### src/rtl/line_follow_ctrl.sv
// N-sensor line-following steering controller: filtered tracker inputs,
// proportional wheel duty, directed search with timeout, obstacle halt/resume.
module line_follow_ctrl #(
    parameter int N_SENS       = 5,
    parameter int DUTY_W       = 10,
    parameter int DUTY_FAST    = 800,
    parameter int DUTY_STEP    = 200,
    parameter int DUTY_SEARCH  = 500,
    parameter int FILT_LEN     = 4,
    parameter int LOST_TIMEOUT = 100,
    parameter int CLEAR_CYC    = 8
) (
    input  logic              clk,
    input  logic              rst,
    input  logic              enable,
    input  logic [N_SENS-1:0] sensors,
    input  logic              stop_req,
    output logic [DUTY_W-1:0] left_duty,
    output logic [DUTY_W-1:0] right_duty,
    output logic [1:0]        left_dir,
    output logic [1:0]        right_dir,
    output logic [2:0]        state_o,
    output logic              lost
);
    localparam int FW = $clog2(FILT_LEN + 1);
    localparam int SW = $clog2(LOST_TIMEOUT + 1);
    localparam int CW = $clog2(CLEAR_CYC + 1);
    localparam int IW = $clog2(N_SENS);
    localparam int PW = DUTY_W + 4;
    localparam logic [IW:0] CTR = (IW + 1)'(N_SENS - 1);

    typedef enum logic [2:0] {
        IDLE = 3'd0, TRACK = 3'd1, SEARCH_L = 3'd2,
        SEARCH_R = 3'd3, HALT = 3'd4, FAULT = 3'd5
    } state_t;
    typedef enum logic [1:0] {SIDE_C, SIDE_L, SIDE_R} side_t;

    state_t            state, state_n, ret, ret_n;
    side_t             side, side_n;
    logic [SW-1:0]     scnt, scnt_n;
    logic [CW-1:0]     ccnt, ccnt_n;
    logic [N_SENS-1:0] filt;
    logic [FW-1:0]     fcnt [N_SENS];

    // Filter keeps running in every state so the line is already settled
    // by the time the controller is enabled.
    always_ff @(posedge clk) begin
        if (rst) begin
            filt <= '0;
            for (int i = 0; i < N_SENS; i++) fcnt[i] <= '0;
        end else begin
            for (int i = 0; i < N_SENS; i++) begin
                if (sensors[i] == filt[i]) begin
                    fcnt[i] <= '0;
                end else if (fcnt[i] == FW'(FILT_LEN - 1)) begin
                    filt[i] <= sensors[i];
                    fcnt[i] <= '0;
                end else begin
                    fcnt[i] <= fcnt[i] + 1'b1;
                end
            end
        end
    end

    logic [IW-1:0]     lo, hi;
    logic [IW:0]       sum, mag;
    logic              any, off_neg, off_pos;
    logic [PW-1:0]     prod;
    logic [DUTY_W-1:0] inner;

    always_comb begin
        lo = '0;
        hi = '0;
        for (int i = N_SENS - 1; i >= 0; i--) if (filt[i]) lo = IW'(i);
        for (int i = 0; i < N_SENS; i++)      if (filt[i]) hi = IW'(i);
        any     = |filt;
        sum     = {1'b0, lo} + {1'b0, hi};
        off_neg = sum < CTR;
        off_pos = sum > CTR;
        mag     = off_neg ? (CTR - sum) : (sum - CTR);
        prod    = PW'(mag) * PW'(DUTY_STEP);
        inner   = (prod >= PW'(DUTY_FAST)) ? '0 : DUTY_W'(PW'(DUTY_FAST) - prod);
    end

    always_ff @(posedge clk) begin
        if (rst) begin
            state <= IDLE;
            ret   <= IDLE;
            side  <= SIDE_C;
            scnt  <= '0;
            ccnt  <= '0;
        end else begin
            state <= state_n;
            ret   <= ret_n;
            side  <= side_n;
            scnt  <= scnt_n;
            ccnt  <= ccnt_n;
        end
    end

    always_comb begin
        state_n = state;
        ret_n   = ret;
        side_n  = side;
        scnt_n  = scnt;
        ccnt_n  = ccnt;
        if (!enable) begin
            state_n = IDLE;
            side_n  = SIDE_C;
            scnt_n  = '0;
            ccnt_n  = '0;
        end else begin
            case (state)
                IDLE: state_n = TRACK;
                TRACK, SEARCH_L, SEARCH_R: begin
                    if (stop_req) begin
                        state_n = HALT;
                        ret_n   = state;
                        ccnt_n  = '0;
                    end else if (state == TRACK) begin
                        if (any) begin
                            if (off_neg) side_n = SIDE_L;
                            if (off_pos) side_n = SIDE_R;
                        end else begin
                            scnt_n  = '0;
                            state_n = (side == SIDE_L) ? SEARCH_L :
                                      (side == SIDE_R) ? SEARCH_R : FAULT;
                        end
                    end else if (any) begin
                        state_n = TRACK;
                    end else if (scnt == SW'(LOST_TIMEOUT - 1)) begin
                        state_n = FAULT;
                    end else begin
                        scnt_n = scnt + 1'b1;
                    end
                end
                // search counter is deliberately left untouched while halted
                HALT: begin
                    if (stop_req) begin
                        ccnt_n = '0;
                    end else if (ccnt == CW'(CLEAR_CYC - 1)) begin
                        state_n = ret;
                        ccnt_n  = '0;
                    end else begin
                        ccnt_n = ccnt + 1'b1;
                    end
                end
                FAULT:   state_n = FAULT;
                default: state_n = IDLE;
            endcase
        end
    end

    logic [DUTY_W-1:0] ld_n, rd_n;
    logic [1:0]        ldir_n, rdir_n;

    always_comb begin
        ld_n   = '0;
        rd_n   = '0;
        ldir_n = 2'b00;
        rdir_n = 2'b00;
        case (state)
            TRACK: if (any) begin
                ldir_n = 2'b01;
                rdir_n = 2'b01;
                ld_n   = off_neg ? inner : DUTY_W'(DUTY_FAST);
                rd_n   = off_pos ? inner : DUTY_W'(DUTY_FAST);
            end
            SEARCH_L: begin
                ldir_n = 2'b10;
                rdir_n = 2'b01;
                ld_n   = DUTY_W'(DUTY_SEARCH);
                rd_n   = DUTY_W'(DUTY_SEARCH);
            end
            SEARCH_R: begin
                ldir_n = 2'b01;
                rdir_n = 2'b10;
                ld_n   = DUTY_W'(DUTY_SEARCH);
                rd_n   = DUTY_W'(DUTY_SEARCH);
            end
            default: ;
        endcase
    end

    always_ff @(posedge clk) begin
        if (rst) begin
            left_duty  <= '0;
            right_duty <= '0;
            left_dir   <= 2'b00;
            right_dir  <= 2'b00;
            state_o    <= 3'd0;
            lost       <= 1'b0;
        end else begin
            left_duty  <= ld_n;
            right_duty <= rd_n;
            left_dir   <= ldir_n;
            right_dir  <= rdir_n;
            state_o    <= state;
            lost       <= (state == SEARCH_L) || (state == SEARCH_R) || (state == FAULT);
        end
    end
endmodule

### config.mk
export PLATFORM = sky130hd
export DESIGN_NAME = line_follow_ctrl
export DESIGN_NICKNAME = d
export VERILOG_FILES = /design/src/rtl/line_follow_ctrl.sv
export SDC_FILE = /design/constraint.sdc
export NUM_CORES = 1
export LEC_CHECK = 0
export BUFFER_PORTS_ARGS = -buffer_cell sky130_fd_sc_hd__buf_2
export CAP_MARGIN = 10
export CORE_MARGIN = 3
export CORE_UTILIZATION = 35
export DETAILED_ROUTE_END_ITERATION = 10
export PLACE_DENSITY = 0.56
export SETUP_SLACK_MARGIN = 0.2
export SLEW_MARGIN = 20
export SYNTH_ARGS = -nofsm -noshare
export SYNTH_HDL_FRONTEND = slang
export SYNTH_SLANG_ARGS = --single-unit
### constraint.sdc
create_clock -name clk -period 6.3 [get_ports clk]
set_clock_uncertainty 0.05 [all_clocks]
set_input_delay 0 -clock clk [delete_from_list [all_inputs] [get_ports clk]]
set_output_delay 0 -clock clk [all_outputs]
set_load 0.02 [all_outputs]
Word-level counts from Yosys, hierarchy flattened:

Memories as Yosys holds them, arrays and structs flattened.
Index checks and enable logic that the tools add are counted.

* add/sub/neg operators: 11
* $mul: 1
* div/mod/pow operators: 0
* order comparisons: 3
* eq/ne operators: 25
* shifts and indexed selects: 0
* muxes and demuxes: 112
* bitwise gates (word level): 23
* reduce and logical (&&, ||, !) cells: 19

Operators by type and width (number)
* $mux W3: 32
* $mux W1: 59
* $mux W10: 5
* $pmux W10 S2: 2
* $mux W7: 4
* $eq A3 B2 Y1 const B: 7
* $mux W4: 4
* $add A3 B1 Y3 const B: 5
* $or A1 B1 Y1: 15
* $ge A12 B10 Y1 const B: 1
* $pmux W2 S3: 2
* $pmux W3 S4: 1
* $reduce_and A2 Y1: 6
* $sub A10 B10 Y10 const A: 1
* $mul A4 B5 Y9 const B: 1
* $ne A2 B2 Y1 const B: 4
* $not A1 Y1: 8
* $pmux W4 S2: 1
* $reduce_and A4 Y1: 2
* $add A7 B1 Y7 const B: 1
* $eq A7 B7 Y1 const B: 1
* $eq A3 B3 Y1 const B: 2
* $eq A1 B1 Y1: 5
* $ne A5 B5 Y1 const B: 1
* 20 further kinds: 24

* register bits: 52
* latch bits: 0
* RAM bits: 15
* memory bits (read-only): 0
* bits of input ports: 9
* output and inout bits: 28
* logic and storage cells: 211
* memories kept: 1

Memory list
* fcnt: words 5, width 3, rd ports 5, clocked after memory_dff 0, wr ports 5, line 43 `logic [FW-1:0] fcnt [N_SENS];`

Logic depth before layout (Yosys ltp):

* depth after elaboration: 14
* gate-level depth with buffers: 19
* mapped depth without buffers: 19

Worst setup path after synthesis:

Ideal clock, no wire load.

* kind: flip-flop to flip-flop
* start: register filt[3]
* end: register left_duty[7]
* library setup time: 0.087 ns
* arrival: 4.273 ns
* required time: 6.163 ns
* slack: 1.889 ns
* cell stages (with the launch flop): 18
* buffers on the path: 1
* clock period less this slack: 4.411 ns
* path through: dfxtp_1 or4_1 buf_2 nor2_1 ha_1 nor2b_1 a21oi_1 nor2_1 nor2_1 a21o_1 ha_1 ha_1 fa_1 and3_1 a221oi_1 xor2_1 nand3_2 o31ai_1

* longest elaborated chain between the ends: 13
* elaborated cells on any way between the ends: 19
* those cells by class: add/sub: 4; mul: 1; order compare: 2; mux: 11; reduce/logical: 1

RTL lines
* from (decl): line 42 `logic [N_SENS-1:0] filt;`
* from (signal, indexed assignment): line 56 `filt[i] <= sensors[i];`
* $mux W3 (4 in series): line 74 `for (int i = N_SENS - 1; i >= 0; i--) if (filt[i]) lo = IW'(i);`
* $add A3 B3 Y4: line 77 `sum = {1'b0, lo} + {1'b0, hi};`
* $sub A4 B3 Y4 (tied with other cells): line 80 `mag = off_neg ? (CTR - sum) : (sum - CTR);`
* $mux W4: line 80
* $mul A4 B5 Y9: line 81 `prod = PW'(mag) * PW'(DUTY_STEP);`
* $sub A10 B10 Y10 / $ge A12 B10 Y1 (equally long branches): line 82 `inner = (prod >= PW'(DUTY_FAST)) ? '0 : DUTY_W'(PW'(DUTY_FAST) - prod);`
* $mux W10: line 82
* $mux W10: line 166 `ld_n = off_neg ? inner : DUTY_W'(DUTY_FAST);`
* $mux W10 (*): line 163 `TRACK: if (any) begin`
* $pmux W10 S2 (*): line 162 `case (state)`
* to (signal assigned): line 194 `left_duty <= ld_n;`
* to (decl): line 18 `output logic [DUTY_W-1:0] left_duty,`

Mark *: on every way between the ends. The rest lies on a longest branch, timed or not.
A chain may end at the register's enable or synchronous reset.

Final worst setup path:

* start: register filt[3]
* end: register left_duty[6]

Same word-level chain as after synthesis.

==> flow_summary.yaml <==
run_status:
  status: "finished, final reports clean"
timing:
  worst_slew_pin_slew_ns: 0.602
  finalSetupViolCount: 0
  final_max_slew_viol_count: 0
  period_needed_ns: 5.03
  period_share_pct: 79.9
  slew-limit-headroom_pct: 59.7
  rsz0062_at_grt: "no"
  max_freq_mhz: 199
  hold_violations: 0
  setup_tns_ns: 0
detailed_routing:
  met3WireLength_um: 292
  drtIter0Drc: 102
  wl_per_cell_um: 13.0
  highest_layer: "met4"
  vias: 2509
  met2_length_mm: 3.03
  drc: 0
  ant_nets: 0
  route.layer.met1.wl_mm: 3.26
  drt-total-wl_mm: 6.66
  dr.pass1.iters: 5
  vias_per_cell: 4.91
die:
  start_util_pct: 36.7
  die_area_sq_um: 10600
  io_pins: 37
  die_w_um: 103
  design.core.area_sq_um: 8930
  num_rows: 34
  die_h_um: 103
synthesis:
  yosysUniqueCellTypes: 60
  netlist.area_leader.share_pct: 28.7
  ys_ff_latch: 62
  syn_inst: 347
  yosysSeqAreaShare_pct: 42.4
  synth_area_leaders: "dfxtp_1 29%, edfxtp_1 14%, ha_1 10%"
  synth_area_sq_um: 3280
  synth_edf_count: 15
  synthFlopType: "dfxtp_1"
  post-synth-top-area-cell: "dfxtp_1"
  syn_avg_cell_area_sq_um: 9.46
  ys_warn_count: 0
  async_reset_ff_share_pct: 0
placement:
  gp_congestion: 0.848
  dp_hpwl_mm: 4.93
  port-buffer-count: 32
critical_path:
  crit_slowest_cell: "or4_1"
  ff2ff_path_depth: 16
  cp_top_family: "simple AND/OR/NAND/NOR gates"
  crit_buf_inv: 0
  crit_chain: "or4_1 > nor2_1 > ha_1 > nor2b_1 > a21oi_1 > nor2_1 > nor2_1 > a21o_1 > ha_1 > ha_1 > fa_1 > and3_1 > a221oi_1 > xor2_1 > nand3_2 > o31ai_1"
  cp-end-kind: "flop"
  critPathLaunchType: "flop"
  required_ns: 6.49
  regToRegSetupSlack_ns: 1.27
  cp.arrival_ns: 5.22
  cp_max_fo: 8
  slowest_delay_ns: 0.69
  r2r-end: "left_duty[6]"
  regToRegStartpoint: "filt[3]"
  worstSetupPathType: "reg2reg"
layout:
  final_common_cell: "nor2_1"
  nNetsFinal: 436
  layout_common_cells: "51 x nor2_1, 47 x dfxtp_1, 32 x buf_2"
  antenna_cells: 0
  fillers: 906
  area_growth_pct: 17.2
  final_layout_size_suffix_gt1_share_pct: 15.6
cts:
  htreeDepth: 3
  cts-root-buf: "clkbuf_8"
  post_cts_buffers: 0
  clockBufferDepth: 2
  cts_inserted_buffers: 9
  clk_latency_ns: 0.34
  cts_sinks: 62
  cts_tree: "yes"
  path_clk_slew_ns: 0.07
min_path:
  hold_class: "in2reg"
  holdPathEnd: "state_o[0]"
  hp-start: "rst"
  min_path_cells: 2
power_and_ir_drop:
  p_per_area_nw_per_um2: 263
  power_uw: 1010
  p_leak_uw: 0.00173
  ir_drop_uv: 123
global_route:
  grt_pass1_wl_mm: 10.9
  overflow: 0
  antenna_found_initial: 0
  grt_pass1_vias: 2341
  grt_usage_pct: 13.3
  grt_max_degree: 25
flow_run:
  drv_cap: 0
==> how the worst max path moves through the flow <==
stage / start / end / slack, ns / cells past startpoint
after global routing: filt[3] / right_duty[7] / 0.85 / 16
after floorplan: filt[3] / left_duty[7] / 1.89 / 17
final: filt[3] / left_duty[6] / 1.27 / 16
after global placement: filt[3] / right_duty[7] / 1.48 / 16
after detailed placement: filt[3] / left_duty[7] / 1.32 / 16
after CTS: filt[3] / left_duty[7] / 1.29 / 16
==> synthesized netlist by cell type (3+ instances only) <==
cell,number
o31ai_1,4
nand2b_1,5
and3_1,4
nor2b_1,9
buf_4,5
a21oi_1,19
nor2_1,51
nand2_1,10
o22ai_1,3
a21o_1,3
nand4_1,4
dfxtp_1,47
nor3_1,8
nand3_1,9
ha_1,27
mux2i_1,7
o21ai_0,8
xor2_1,11
or3_1,7
clkbuf_1,7
inv_1,21
or2_2,5
and2_1,5
xnor2_1,7
edfxtp_1,15
==> sequential cells by signal (all words and copies together) (netlist names) <==
register    cells
ccnt            4
ret             3
fcnt           15
left_duty       8
side            2
filt            5
scnt            7
left_dir        2
lost            1
right_duty      7
state           3
right_dir       2
state_o         3
==> metal layers <==
layer / GRT usage (%) / vias to the layer above
li1: - / 1302
met1: 17.2 / 1151
met2: 20.9 / 48
met3: 4.60 / 8
met4: 4.68 / 0
met5: 0 / -
==> timing repair <==
| action | 4_1_cts | 5_1_grt |
|---|---|---|
| hold buffers | 5 | 0 |
| gates resized for setup | 0 | 0 |
| endpoints found under the hold margin | 5 | 0 |
==> worst register-to-register path: cells and delay by family, from the launching register on <==
kind / cells / cell delay (ns)
adders and majority gates: 4 / 1.24
DFF: 1 / 0.36
AOI/OAI and AO/OA: 4 / 0.95
xor gates and xnor gates: 1 / 0.35
and+or+nand+nor: 7 / 1.99
==> power breakdown <==
group	total, uW	leakage, uW	switching (uW)	internal [uW]
logic	196	0.00107	116	80.1
clock network	389	0.000118	150	239
registers	427	0.000534	7.97	419
total	1010	0.00173	274	738
==> area by class of cell <==
type / instances / area [sq um] / area share [%]
flip-flops and latches: 62 / 1390 / 36.2
repair buffers: 37 / 210 / 5.47
multi-input cells: 267 / 1800 / 46.8
clock buffers: 14 / 194 / 5.04
clock inverters: 2 / 35.0 / 0.911
well taps: 108 / 135 / 3.51
inverters: 21 / 78.8 / 2.05
==> cell families after synthesis <==
group | Yosys count | synth area share, %
fa+ha+maj | 29 | 11.5
xor+xnor | 18 | 4.80
buf+inv | 35 | 4.65
mux | 8 | 2.59
simple gates | 128 | 19.9
flops | 62 | 42.4
other cells | 2 | 0.229
compound gates | 65 | 13.9
==> per-stage QoR <==
step / hold slack [ns] / area [sq um] / instances / setup WS [ns] / utilization (%)
2_1_floorplan: 0.0972 / 3350 / 364 / 1.89 / -
3_3_place_gp: 0.223 / 3570 / 490 / 1.48 / 39.9
3_5_place_dp: 0.235 / 3570 / 490 / 1.32 / 39.9
4_1_cts: 0.0273 / 3850 / 511 / 1.29 / 43.1
5_1_grt: 0.0452 / 3850 / 511 / 0.854 / 43.1
6_report: 0.0453 / 3850 / 511 / 1.27 / 43.1
No activity file was read; power rests on OpenSTA's default activity.
